File: src/rtl/multicycle_control_if.sv
// Control bus between the multicycle MIPS controller and its datapath.
// master = controller side, slave = datapath side.
interface multicycle_control_if;
   logic [5:0] Opcode;
   logic       MemReady;
   logic       PCWrite;
   logic       IorD;
   logic       MemRead;
   logic       MemWrite;
   logic       IRWrite;
   logic       RegDst;
   logic       MemtoReg;
   logic       RegWrite;
   logic       ALUSrcA;
   logic [1:0] ALUSrcB;
   logic [1:0] ALUOp;
   logic       Branch;
   logic [1:0] PCSrc;

   modport master (
      input  Opcode, MemReady,
      output PCWrite, IorD, MemRead, MemWrite, IRWrite, RegDst, MemtoReg,
             RegWrite, ALUSrcA, ALUSrcB, ALUOp, Branch, PCSrc
   );

   modport slave (
      output Opcode, MemReady,
      input  PCWrite, IorD, MemRead, MemWrite, IRWrite, RegDst, MemtoReg,
             RegWrite, ALUSrcA, ALUSrcB, ALUOp, Branch, PCSrc
   );
endinterface

File: src/rtl/multicycle_control.sv
// Multicycle MIPS control FSM with memory-ready stall, wait timeout and retire counter.
// Define MCU_JUMP_EN to decode opcode 000010 as a jump; otherwise it halts as illegal.
//
// state  | meaning
// IDLE   | after reset, all outputs 0
// FETCH  | read instruction at PC, PC+4; waits on MemReady
// DECODE | branch target precompute, opcode dispatch
// MEMADR | effective address rs+imm
// MEMRD  | load data read; waits on MemReady
// MEMWB  | load writeback to rt, retire
// MEMWR  | store write; waits on MemReady, retire
// REX    | R-type ALU op
// RWB    | R-type writeback to rd, retire
// BEQ    | compare and conditional PC load, retire
// JUMP   | PC load from jump target, retire
// HALT   | illegal opcode or memory timeout; exits on reset only
module multicycle_control #(
   parameter int CNT_W   = 32,
   parameter int TIMEOUT = 16
) (
   input  logic                     clk,
   input  logic                     reset,
   multicycle_control_if.master     bus,
   output logic                     InstrDone,
   output logic [CNT_W-1:0]         RetiredCnt,
   output logic                     Halted,
   output logic [3:0]               State
);

   localparam int WAIT_W = (TIMEOUT < 2) ? 1 : $clog2(TIMEOUT + 1);

   localparam logic [5:0] OP_RTYPE = 6'b000000;
   localparam logic [5:0] OP_LW    = 6'b100011;
   localparam logic [5:0] OP_SW    = 6'b101011;
   localparam logic [5:0] OP_BEQ   = 6'b000100;
`ifdef MCU_JUMP_EN
   localparam logic [5:0] OP_J     = 6'b000010;
`endif

   typedef enum logic [3:0] {
      S_IDLE   = 4'd0,
      S_FETCH  = 4'd1,
      S_DECODE = 4'd2,
      S_MEMADR = 4'd3,
      S_MEMRD  = 4'd4,
      S_MEMWB  = 4'd5,
      S_MEMWR  = 4'd6,
      S_REX    = 4'd7,
      S_RWB    = 4'd8,
      S_BEQ    = 4'd9,
      S_JUMP   = 4'd10,
      S_HALT   = 4'd11
   } state_t;

   typedef struct packed {
      logic       fetch;
      logic       pc_write;
      logic       iord;
      logic       mem_read;
      logic       mem_write;
      logic       reg_dst;
      logic       mem_to_reg;
      logic       reg_write;
      logic       alu_src_a;
      logic [1:0] alu_src_b;
      logic [1:0] alu_op;
      logic       branch;
      logic [1:0] pc_src;
      logic       halted;
   } ctl_t;

   state_t              state_q, state_d;
   ctl_t                ctl_q, ctl_d;
   logic [WAIT_W-1:0]   wait_q, wait_d;
   logic [CNT_W-1:0]    cnt_q, cnt_d;
   logic                retire;
   logic                mem_state;

   // Moore outputs are decoded from the next state so they sit in flops
   // aligned with state_q; only MemReady-qualified terms stay combinational.
   function automatic ctl_t decode(input state_t s);
      ctl_t c;
      c = '0;
      case (s)
         S_FETCH: begin
            c.fetch     = 1'b1;
            c.mem_read  = 1'b1;
            c.alu_src_b = 2'b01;
         end
         S_DECODE: c.alu_src_b = 2'b11;
         S_MEMADR: begin
            c.alu_src_a = 1'b1;
            c.alu_src_b = 2'b10;
         end
         S_MEMRD: begin
            c.iord     = 1'b1;
            c.mem_read = 1'b1;
         end
         S_MEMWB: begin
            c.mem_to_reg = 1'b1;
            c.reg_write  = 1'b1;
         end
         S_MEMWR: begin
            c.iord      = 1'b1;
            c.mem_write = 1'b1;
         end
         S_REX: begin
            c.alu_src_a = 1'b1;
            c.alu_op    = 2'b10;
         end
         S_RWB: begin
            c.reg_dst   = 1'b1;
            c.reg_write = 1'b1;
         end
         S_BEQ: begin
            c.alu_src_a = 1'b1;
            c.alu_op    = 2'b01;
            c.branch    = 1'b1;
            c.pc_src    = 2'b01;
         end
         S_JUMP: begin
            c.pc_write = 1'b1;
            c.pc_src   = 2'b10;
         end
         S_HALT:  c.halted = 1'b1;
         default: c = '0;
      endcase
      return c;
   endfunction

   always_comb begin
      state_d   = state_q;
      wait_d    = '0;
      cnt_d     = cnt_q;
      retire    = 1'b0;
      mem_state = (state_q == S_FETCH) || (state_q == S_MEMRD) || (state_q == S_MEMWR);

      case (state_q)
         S_IDLE:   state_d = S_FETCH;
         S_FETCH:  if (bus.MemReady) state_d = S_DECODE;
         S_DECODE: begin
            case (bus.Opcode)
               OP_RTYPE:     state_d = S_REX;
               OP_LW, OP_SW: state_d = S_MEMADR;
               OP_BEQ:       state_d = S_BEQ;
`ifdef MCU_JUMP_EN
               OP_J:         state_d = S_JUMP;
`endif
               default:      state_d = S_HALT;
            endcase
         end
         S_MEMADR: begin
            case (bus.Opcode)
               OP_LW:   state_d = S_MEMRD;
               OP_SW:   state_d = S_MEMWR;
               default: state_d = S_HALT;
            endcase
         end
         S_MEMRD:  if (bus.MemReady) state_d = S_MEMWB;
         S_MEMWB: begin
            state_d = S_FETCH;
            retire  = 1'b1;
         end
         S_MEMWR: begin
            if (bus.MemReady) begin
               state_d = S_FETCH;
               retire  = 1'b1;
            end
         end
         S_REX:    state_d = S_RWB;
         S_RWB, S_BEQ, S_JUMP: begin
            state_d = S_FETCH;
            retire  = 1'b1;
         end
         S_HALT:   state_d = S_HALT;
         default:  state_d = S_HALT;
      endcase

      // Counter is zero on entry to every memory state because it only
      // survives a cycle that stays in place with MemReady low.
      if (mem_state && !bus.MemReady) begin
         if (wait_q == WAIT_W'(TIMEOUT - 1)) begin
            state_d = S_HALT;
         end else begin
            wait_d = wait_q + 1'b1;
         end
      end

      if (retire) cnt_d = cnt_q + 1'b1;

      ctl_d = decode(state_d);
   end

   always_ff @(posedge clk or posedge reset) begin
      if (reset) begin
         state_q <= S_IDLE;
         ctl_q   <= '0;
         wait_q  <= '0;
         cnt_q   <= '0;
      end else begin
         state_q <= state_d;
         ctl_q   <= ctl_d;
         wait_q  <= wait_d;
         cnt_q   <= cnt_d;
      end
   end

   assign bus.PCWrite  = ctl_q.pc_write | (ctl_q.fetch & bus.MemReady);
   assign bus.IRWrite  = ctl_q.fetch & bus.MemReady;
   assign bus.IorD     = ctl_q.iord;
   assign bus.MemRead  = ctl_q.mem_read;
   assign bus.MemWrite = ctl_q.mem_write;
   assign bus.RegDst   = ctl_q.reg_dst;
   assign bus.MemtoReg = ctl_q.mem_to_reg;
   assign bus.RegWrite = ctl_q.reg_write;
   assign bus.ALUSrcA  = ctl_q.alu_src_a;
   assign bus.ALUSrcB  = ctl_q.alu_src_b;
   assign bus.ALUOp    = ctl_q.alu_op;
   assign bus.Branch   = ctl_q.branch;
   assign bus.PCSrc    = ctl_q.pc_src;

   assign InstrDone  = retire;
   assign RetiredCnt = cnt_q;
   assign Halted     = ctl_q.halted;
   assign State      = state_q;

endmodule

File: src/flat_wrapper.sv
// flat-port wrapper written by rule: the top's interface ports become plain ports
module multicycle_control_flat 
#(
   parameter int CNT_W   = 32,
   parameter int TIMEOUT = 16
)
  (clk, reset, InstrDone, RetiredCnt, Halted, State, bus_Opcode, bus_MemReady, bus_PCWrite, bus_IorD, bus_MemRead, bus_MemWrite, bus_IRWrite, bus_RegDst, bus_MemtoReg, bus_RegWrite, bus_ALUSrcA, bus_ALUSrcB, bus_ALUOp, bus_Branch, bus_PCSrc);
  multicycle_control_if bus_i ();
  input  logic clk;
  input  logic reset;
  output logic InstrDone;
  output logic [CNT_W-1:0] RetiredCnt;
  output logic Halted;
  output logic [3:0] State;
  input wire logic [$bits(bus_i.Opcode)-1:0] bus_Opcode;
  input wire logic [$bits(bus_i.MemReady)-1:0] bus_MemReady;
  output wire logic [$bits(bus_i.PCWrite)-1:0] bus_PCWrite;
  output wire logic [$bits(bus_i.IorD)-1:0] bus_IorD;
  output wire logic [$bits(bus_i.MemRead)-1:0] bus_MemRead;
  output wire logic [$bits(bus_i.MemWrite)-1:0] bus_MemWrite;
  output wire logic [$bits(bus_i.IRWrite)-1:0] bus_IRWrite;
  output wire logic [$bits(bus_i.RegDst)-1:0] bus_RegDst;
  output wire logic [$bits(bus_i.MemtoReg)-1:0] bus_MemtoReg;
  output wire logic [$bits(bus_i.RegWrite)-1:0] bus_RegWrite;
  output wire logic [$bits(bus_i.ALUSrcA)-1:0] bus_ALUSrcA;
  output wire logic [$bits(bus_i.ALUSrcB)-1:0] bus_ALUSrcB;
  output wire logic [$bits(bus_i.ALUOp)-1:0] bus_ALUOp;
  output wire logic [$bits(bus_i.Branch)-1:0] bus_Branch;
  output wire logic [$bits(bus_i.PCSrc)-1:0] bus_PCSrc;
  assign bus_i.Opcode = bus_Opcode;
  assign bus_i.MemReady = bus_MemReady;
  assign bus_PCWrite = bus_i.PCWrite;
  assign bus_IorD = bus_i.IorD;
  assign bus_MemRead = bus_i.MemRead;
  assign bus_MemWrite = bus_i.MemWrite;
  assign bus_IRWrite = bus_i.IRWrite;
  assign bus_RegDst = bus_i.RegDst;
  assign bus_MemtoReg = bus_i.MemtoReg;
  assign bus_RegWrite = bus_i.RegWrite;
  assign bus_ALUSrcA = bus_i.ALUSrcA;
  assign bus_ALUSrcB = bus_i.ALUSrcB;
  assign bus_ALUOp = bus_i.ALUOp;
  assign bus_Branch = bus_i.Branch;
  assign bus_PCSrc = bus_i.PCSrc;
  multicycle_control #(.CNT_W(CNT_W), .TIMEOUT(TIMEOUT)) u_core (.clk(clk), .reset(reset), .bus(bus_i), .InstrDone(InstrDone), .RetiredCnt(RetiredCnt), .Halted(Halted), .State(State));
endmodule
File: config.mk
export PLATFORM = sky130hd
export DESIGN_NAME = multicycle_control_flat
export DESIGN_NICKNAME = d
export VERILOG_FILES = /design/src/rtl/multicycle_control_if.sv /design/src/rtl/multicycle_control.sv /design/src/flat_wrapper.sv
export SDC_FILE = /design/constraint.sdc
export NUM_CORES = 1
export LEC_CHECK = 0
export CORE_MARGIN = 5
export CORE_UTILIZATION = 54
export DETAILED_ROUTE_END_ITERATION = 7
export PLACE_DENSITY = 0.94
export SYNTH_ARGS = -nofsm -noshare
export SYNTH_HDL_FRONTEND = slang
export SYNTH_SLANG_ARGS = --single-unit
File: constraint.sdc
create_clock -name clk -period 7.14 [get_ports clk]
set_clock_uncertainty 0.2 [all_clocks]
set_input_delay 2.142 -clock clk [delete_from_list [all_inputs] [get_ports clk]]
set_output_delay 2.142 -clock clk [all_outputs]
set_load 0.01 [all_outputs]
### Word level (Yosys, flattened, before mapping)

Index checks and enable logic that the tools add are counted.

| word-level totals | value |
|---|---|
| output and inout port bits | 54 |
| memories | 0 |
| latch bits | 0 |
| memory bits (writable) | 0 |
| word-level logic and storage cells | 85 |
| bits in read-only memories | 0 |
| input bits | 9 |
| register bits after elaboration | 58 |

| operators by class | value |
|---|---|
| bitwise gates (word level) | 2 |
| shifts and indexed selects | 0 |
| div/mod/pow operators | 0 |
| $mul | 0 |
| equal/unequal tests | 25 |
| reductions and logical operators | 13 |
| magnitude comparators | 0 |
| mux-type cells | 26 |
| add/sub/neg operators | 2 |

Operators by type and width:

| kind | count |
|---|---|
| 32-bit by 1-bit adder with 32-bit output, second input constant | 1 |
| 4-bit by 3-bit == test with 1-bit output, second input constant | 8 |
| 4-bit == test, second input constant | 7 |
| 4-bit one-hot mux with 7 select lines | 1 |
| 4-bit two-way mux | 5 |
| 4-bit by 2-bit == test with 1-bit output, second input constant | 4 |
| 6-bit == test, second input constant | 2 |
| 1-bit two-way mux | 12 |
| 4-bit one-hot mux with 3 select lines | 1 |
| 5-bit two-way mux | 2 |
| 4-bit by 1-bit == test with 1-bit output, second input constant | 2 |
| 2-bit one-hot mux with 2 select lines | 2 |
| 4-bit one-hot mux with 2 select lines | 1 |
| 2-bit OR reduction | 4 |
| 6-bit by 3-bit == test with 1-bit output, second input constant | 1 |
| 6-bit zero test | 1 |
| 2-bit one-hot mux with 3 select lines | 1 |
| 5-bit by 1-bit adder with 5-bit output, second input constant | 1 |
| 5-bit by 4-bit == test with 1-bit output, second input constant | 1 |
| 5-bit OR reduction | 1 |
| 4-bit zero test | 1 |
| 4-bit OR reduction | 1 |
| 3-bit OR reduction | 1 |
| 1-bit logical OR | 2 |
| other kinds (5) | 5 |

### Depth between registers and ports, before layout

Gate-level depths: netlist (run 1).

| logic depth | value |
|---|---|
| word-level depth | 9 |
| mapped depth | 7 |
| gate-level depth less buffers | 6 |

### Worst setup path before layout (run 1)

OpenSTA, ideal clock, no wires.

| timing path | value |
|---|---|
| path kind | input-to-output |
| start point | input bus_MemReady |
| end point | output InstrDone |
| data required time | 4798 ps |
| path buffers | 1 |
| path slack | 1931 ps |
| arrival | 2867 ps |
| cell stages on the path | 4 |
| cells stage by stage | clkbuf_2 and3b_1 o21ai_0 nand2_1 |

| between the ends | value |
|---|---|
| longest elaborated chain between the ends | 2 |

RTL lines:

| what | line | RTL |
|---|---|---|
| from (decl) | flat_wrapper.sv:16 | `input wire logic [$bits(bus_i.MemReady)-1:0] bus_MemReady;` |
| 1-bit two-way mux | multicycle_control.sv:165 | `if (bus.MemReady) begin` |
| 1-bit one-hot mux with 2 select lines | multicycle_control.sv:138 | `case (state_q)` |
| to (decl) | flat_wrapper.sv:11 | `output logic InstrDone;` |

Every way passes these cells.

### Worst setup path in the final report (run 1)

Ends and elaborated chain as after synthesis.

==> results.md, run 1 <==
* Reg2reg end: u_core.RetiredCnt[26]$_DFFE_PP0P_
* Rows at 26
* DRT Pass-1 Iters at 4
* Synth Flop Type: dfrtp_1
* Status: completed
* CP Data Required Time at 4.80 ns
* Crit path to: InstrDone
* Share of the synthesized area in the top cell type at 0.512
* Wire length per cell at 14.3 µm
* Clk buf depth at 2
* Drt drc at 0
* Routed Wire Length at 5490 µm
* FF+latch count, synth at 56
* First-pass GRT wire length at 9170 µm
* Vias in the first global route at 1988
* Syn Nets at 267
* RD Place Congestion at 0.858
* CTS tree: done
* Area growth from synthesis to layout at 26.3%
* Crit Path Max Fanout at 11
* Number of synthesized flops with an enable pin at 0
* All-Layer GR Usage at 0.180
* Diode count at 0
* Fin util at 0.690
* Met3 routed WL at 239 µm
* Final worst path period share at 0.873
* DIE WIDTH at 81.2 µm
* DP Area at 0.00336 mm²
* Via count at 2074
* Hold Fails Final Rpt at 0
* Post-route ant nets at 0
* FF-to-FF Start: u_core.RetiredCnt[8]$_DFFE_PP0P_
* Buffers on Ports at 62
* Starting Density at 0.546
* Design area at 0.00346 mm²
* Seq/Total Area, Yosys at 0.512
* Nets at 325
* M1 wire length at 2390 µm
* R2R setup slack at 4.49 ns
* CP Capture Type: primary output
* CTS Hold Buffers Added at 0
* Max Cap Viol at 0
* I/O Pins at 63
* Initial antenna violation count at 0
* P_leak at 1.52 nW
* Top cells by area, synth: dfrtp_1 (51%), xor2_1 (6.1%), xnor2_1 (4.8%)
* Num CTS Buffers at 5
* Peak VDD IR at 0.194 mV
* Die height at 81.2 µm
* Avg Inst Size Synth at 10.7 µm²
* Die area at 0.00659 mm²
* Syn Inst Count at 256
* Setup TNS at 0 ns
* Peak Freq at 0.160 GHz
* Layout fillers at 393
* Highest metal used: met4
* Core ar. at 0.00501 mm²
* Setup CP Type: in2out
* Setup repair bufs after CTS at 0
* Drt initial violations at 118
* Sink Count at 56
* Hold Path Class: reg2reg
* FF-to-FF path depth at 5
* Buffer type at the clock tree root: clkbuf_8
* H-tree Lvls at 2
* Most common cell after layout, fill and taps aside: clkdlybuf4s50_1
* Post-CTS sizing at 0
* Power Density at 276 mW/mm²
* Crit path launch type: input port
* Vias per cell at 5.39
* Met2 routed WL at 2780 µm
* Fraction of registers with async set/reset at 1.00
* DP HPWL at 4040 µm
* Reg clk slew, reported paths at 0.09 ns
* Clock Latency Late Sink at 0.30 ns
* Synth area leader: dfrtp_1
* Final setup violation count at 0
* RSZ-0062 raised after global routing: no
* Share of cells above drive strength 1 at 0.0889
* Worst Path Arrival at 3.89 ns
* Worst Max-Slew Pin Slew at 1.08 ns
* Grt ovf at 0
* Netlist cell types at 52
* Largest net degree at the start of global routing at 57
* Post-synthesis cell area at 0.00274 mm²
* Most frequent cells in the layout: clkdlybuf4s50_1 (62), dfrtp_1 (56), nand2_1 (21)
* Slew headroom at 0.277
* Synth Warn # at 0
* Min cycle time layout at 6.23 ns
* Final Max Tran Viols at 0
* Worst setup startpoint: bus_MemReady
-- worst max-delay path: stages --
cell and delay (ns):
clkdlybuf4s50_1 0.45, buf_4 0.17, and3b_1 0.20, o21ai_0 0.10, nand2_1 0.23, clkdlybuf4s50_1 0.60
-- per-layer routing --
layer  GRT usage  up-vias
li1            -     1002
met1       0.230     1015
met2       0.291       51
met3      0.0421        6
met4      0.0794        0
met5           0        -
-- how the worst min path moves through the flow --
stage	startpoint	endpoint	cells past startpoint
after floorplan	u_core.wait_q[0]$_DFF_PP0_	u_core.wait_q[0]$_DFF_PP0_	1
after global placement	u_core.RetiredCnt[31]$_DFFE_PP0P_	u_core.RetiredCnt[31]$_DFFE_PP0P_	1
after detailed placement	u_core.RetiredCnt[31]$_DFFE_PP0P_	u_core.RetiredCnt[31]$_DFFE_PP0P_	1
after CTS	u_core.RetiredCnt[28]$_DFFE_PP0P_	u_core.RetiredCnt[28]$_DFFE_PP0P_	1
after global routing	u_core.RetiredCnt[31]$_DFFE_PP0P_	u_core.RetiredCnt[31]$_DFFE_PP0P_	1
final	u_core.RetiredCnt[31]$_DFFE_PP0P_	u_core.RetiredCnt[31]$_DFFE_PP0P_	1
-- where the power goes --
| part | internal (mW) | switching [mW] | total, mW |
|---|---|---|---|
| Combinational | 0.179 | 0.175 | 0.353 |
| Sequential | 0.365 | 0.0619 | 0.427 |
| Clock | 0.0790 | 0.0962 | 0.175 |
| Total | 0.623 | 0.333 | 0.956 |
-- cell type report --
cell class	instances	area [µm²]	share of cell area
tap	70	87.6	0.0253
inverter	5	18.8	0.00543
clock buffer	7	86.3	0.0250
multi-input combinational	182	1220	0.353
timing repair buffer	64	636	0.184
sequential	56	1400	0.405
clock inverter	1	7.51	0.00217
-- synth_stat cells (2+ instances only) --
master     n
ha_1       2
nand4b_1   2
clkbuf_1   2
and4_1     2
a211oi_1   4
nor3b_1    2
xor2_1    19
buf_4      7
or4bb_2    2
nand2_1   21
and3_1     5
nand3_1   14
nor3_1    17
and2_1     5
inv_1      5
xnor2_1   15
nand2b_1   4
a21oi_1    3
nor4_1     5
nor2b_1    5
dfrtp_1   56
and2b_2    2
nor2_1    16
o21ai_0    4
or2_2      3
clkbuf_8   2
nand4_1    7
-- cells by family (layout without fill, tap and decap cells) --
group | Yosys count | in the layout | share of synthesized area
buffers and inverters | 18 | 77 | 0.0425
flip-flops | 56 | 56 | 0.512
multiplexers | 2 | 2 | 0.00777
adder cells (fa/ha/maj) | 2 | 2 | 0.00914
AND/OR/NAND/NOR | 120 | 120 | 0.248
AO/OA/AOI/OAI | 23 | 23 | 0.0708
XOR/XNOR | 34 | 34 | 0.109
other | 1 | 1 | 0.00137
-- per-stage QoR --
step,std cells,worst slack [ns],power (mW),hold WS (ns)
3_3_place_gp,377,0.944,0.776,0.255
5_1_grt,385,0.759,1.02,0.305
3_5_place_dp,377,0.895,0.787,0.285
4_1_cts,385,0.881,0.963,0.297
2_1_floorplan,256,1.93,0.660,0.243
6_report,385,0.907,0.956,0.289
-- state kept, by name (all words and copies together), names as in the netlist, 2 cells and up --
name,cells
u_core.RetiredCnt,32
u_core.State,4
u_core.bus.ALUOp,2
u_core.bus.ALUSrcB,2
u_core.bus.PCSrc,2
u_core.wait_q,5
Power figures use the tool's default switching activity.
==> run 2: changes to the inputs <==
Settings changed: SKIP_LAST_GASP set to 1.
==> results of run 2 <==
Same layout as run 1: the final DEF is identical, and so are final timing and power.
==> run 3: changes to the inputs <==
Settings changed: CORE_UTILIZATION 54 to 28, PLACE_DENSITY 0.94 to 0.59.
==> results.md, run 3 (synthesis gave the netlist of run 1 again) <==
* Sw Ratio at 0.358
* Die area at 0.0119 mm²
* Sequential share of power at 0.440
* Cell mode on critical path: clkdlybuf4s50_1
* I/O Pins at 63
* Largest net degree at the start of global routing at 57
* Drt drc at 0
* Hold Path Class: reg2reg
* First-pass GRT wire length at 10400 µm
* Final worst path period share at 0.899
* Core ar. at 0.00964 mm²
* Clock power share at 0.193
* Clock Latency Late Sink at 0.31 ns
* Sink Count at 56
* Most common cell after layout, fill and taps aside: clkdlybuf4s50_1
* Routed Wire Length at 6130 µm
* Final setup violation count at 0
* P_leak at 1.53 nW
* Rows at 36
* Slowest-stage cell, CP: clkdlybuf4s50_1
* CP Cell Sequence: clkdlybuf4s50_1 -> and3b_1 -> o21ai_0 -> nand2_1 -> clkdlybuf4s50_1
* Initial antenna violation count at 0
* Most frequent cells in the layout: clkdlybuf4s50_1 (62), dfrtp_1 (56), nand2_1 (21)
* Setup TNS at 0 ns
* Psw at 0.348 mW
* CTS tree: done
* Status: completed
* Worst Max-Slew Pin Slew at 0.909 ns
* Drt initial violations at 57
* Die height at 109 µm
* Layout fillers at 994
* Power Density at 274 mW/mm²
* Clk buf depth at 2
* Buffer type at the clock tree root: clkbuf_8
* RD Place Congestion at 0.804
* Vias in the first global route at 2104
* Setup CP Type: in2out
* Via count at 2076
* Nets at 325
* Logic pwr share at 0.367
* Max Cap Viol at 0
* Slew headroom at 0.388
* All-Layer GR Usage at 0.110
* Crit Path Max Fanout at 11
* Worst stage delay on the critical path at 0.64 ns
* Placed cell count at 440
* Area growth from synthesis to layout at 29.3%
* Worst Path Arrival at 4.07 ns
* Setup repair bufs after CTS at 0
* Hold slack at 0.280 ns
* CP Data Required Time at 4.80 ns
* Worst setup startpoint: bus_MemReady
* Starting Density at 0.284
* Hold Fails Final Rpt at 0
* DIE WIDTH at 109 µm
* Crit path launch type: input port
* DRT Pass-1 Iters at 4
* DP HPWL at 4390 µm
* Min cycle time layout at 6.42 ns
* H-tree Lvls at 2
* Final Max Tran Viols at 0
* FF-to-FF Start: u_core.RetiredCnt[8]$_DFFE_PP0P_
* CP Capture Type: primary output
* Max reg flops at 32
* Peak VDD IR at 0.108 mV
* HP Start: u_core.RetiredCnt[31]$_DFFE_PP0P_
* Buffers on Ports at 62
* Share of cells above drive strength 1 at 0.0921
* Reg clk slew, reported paths at 0.10 ns
* Fin util at 0.367
* Post-route ant nets at 0
* Post-CTS sizing at 0
* Internal Dissipation at 0.624 mW
* CTS Hold Buffers Added at 0
* Layout Cells excl Fill at 448
* Num CTS Buffers at 5
* Wire length per cell at 13.7 µm
* Peak Freq at 0.156 GHz
* RSZ-0062 raised after global routing: no
* Vias per cell at 4.63
* Grt ovf at 0
* Diode count at 0
==> run 3: changes by cell type in the layout (fill, tap and decap cells not counted), sizes merged <==
cell | previous run | this run
inv | 5 | 6
clkbuf | 7 | 6
clkinvlp | 1 | 0
clkinv | 0 | 1
==> run 3: power by group through the flow <==
stage | Combinational, mW | Clock [mW] | Sequential [mW]
after CTS | 0.362 | 0.197 | 0.428
after floorplan | 0.239 | 0 | 0.421
final | 0.356 | 0.187 | 0.428
after detailed placement | 0.360 | 0 | 0.435
after global placement | 0.356 | 0 | 0.434
after global routing | 0.398 | 0.208 | 0.441
==> run 3: path summary, 6_finish.rpt <==
path | end | slack (ns) | cells after the start
setup / recovery | InstrDone | 0.72 | 5
hold / removal | u_core.RetiredCnt[31]$_DFFE_PP0P_ | 0.28 | 1
setup reg to reg | u_core.RetiredCnt[26]$_DFFE_PP0P_ | 4.46 | 5
hold reg to reg | u_core.RetiredCnt[31]$_DFFE_PP0P_ | 0.28 | 1
max in group asynchronous | u_core.State[2]$_DFF_PP0_ | 4.12 | 3
min in group asynchronous | u_core.bus.MemtoReg$_DFF_PP0_ | 2.15 | 3
==> run 3: stage by stage <==
step           total power [mW]  cell area [µm²]  worst slack (ns)
6_report                  0.971             3540             0.724
5_1_grt                    1.05             3540             0.538
4_1_cts                   0.987             3540             0.714
3_5_place_dp              0.794             3440             0.728
3_3_place_gp              0.790             3440             0.742
2_1_floorplan             0.660             2740              1.93
==> run 3: layout make-up <==
cell class              instances  area (µm²)  area share
flip-flops and latches         56        1400       0.396
repair buffers                 64         636       0.180
well taps                     133         166      0.0470
clock inverters                 2        13.8     0.00389
inverters                       5        18.8     0.00530
clock buffers                   6        82.6      0.0233
multi-input cells             182        1220       0.345
==> run 3: critical path, delay by kind of cell <==
kind | cells | cell delay (ns)
buf+inv | 2 | 1.18
simple gates | 2 | 0.54
compound gates | 1 | 0.22
==> run 3: layer usage <==
metal / GRT usage / part of all wire / wire (µm)
met1: 0.150 / 0.48 / 2950
met2: 0.174 / 0.46 / 2840
met3: 0.0255 / 0.041 / 254
met4: 0.0370 / 0.015 / 90
met5: 0 / 0 / 0
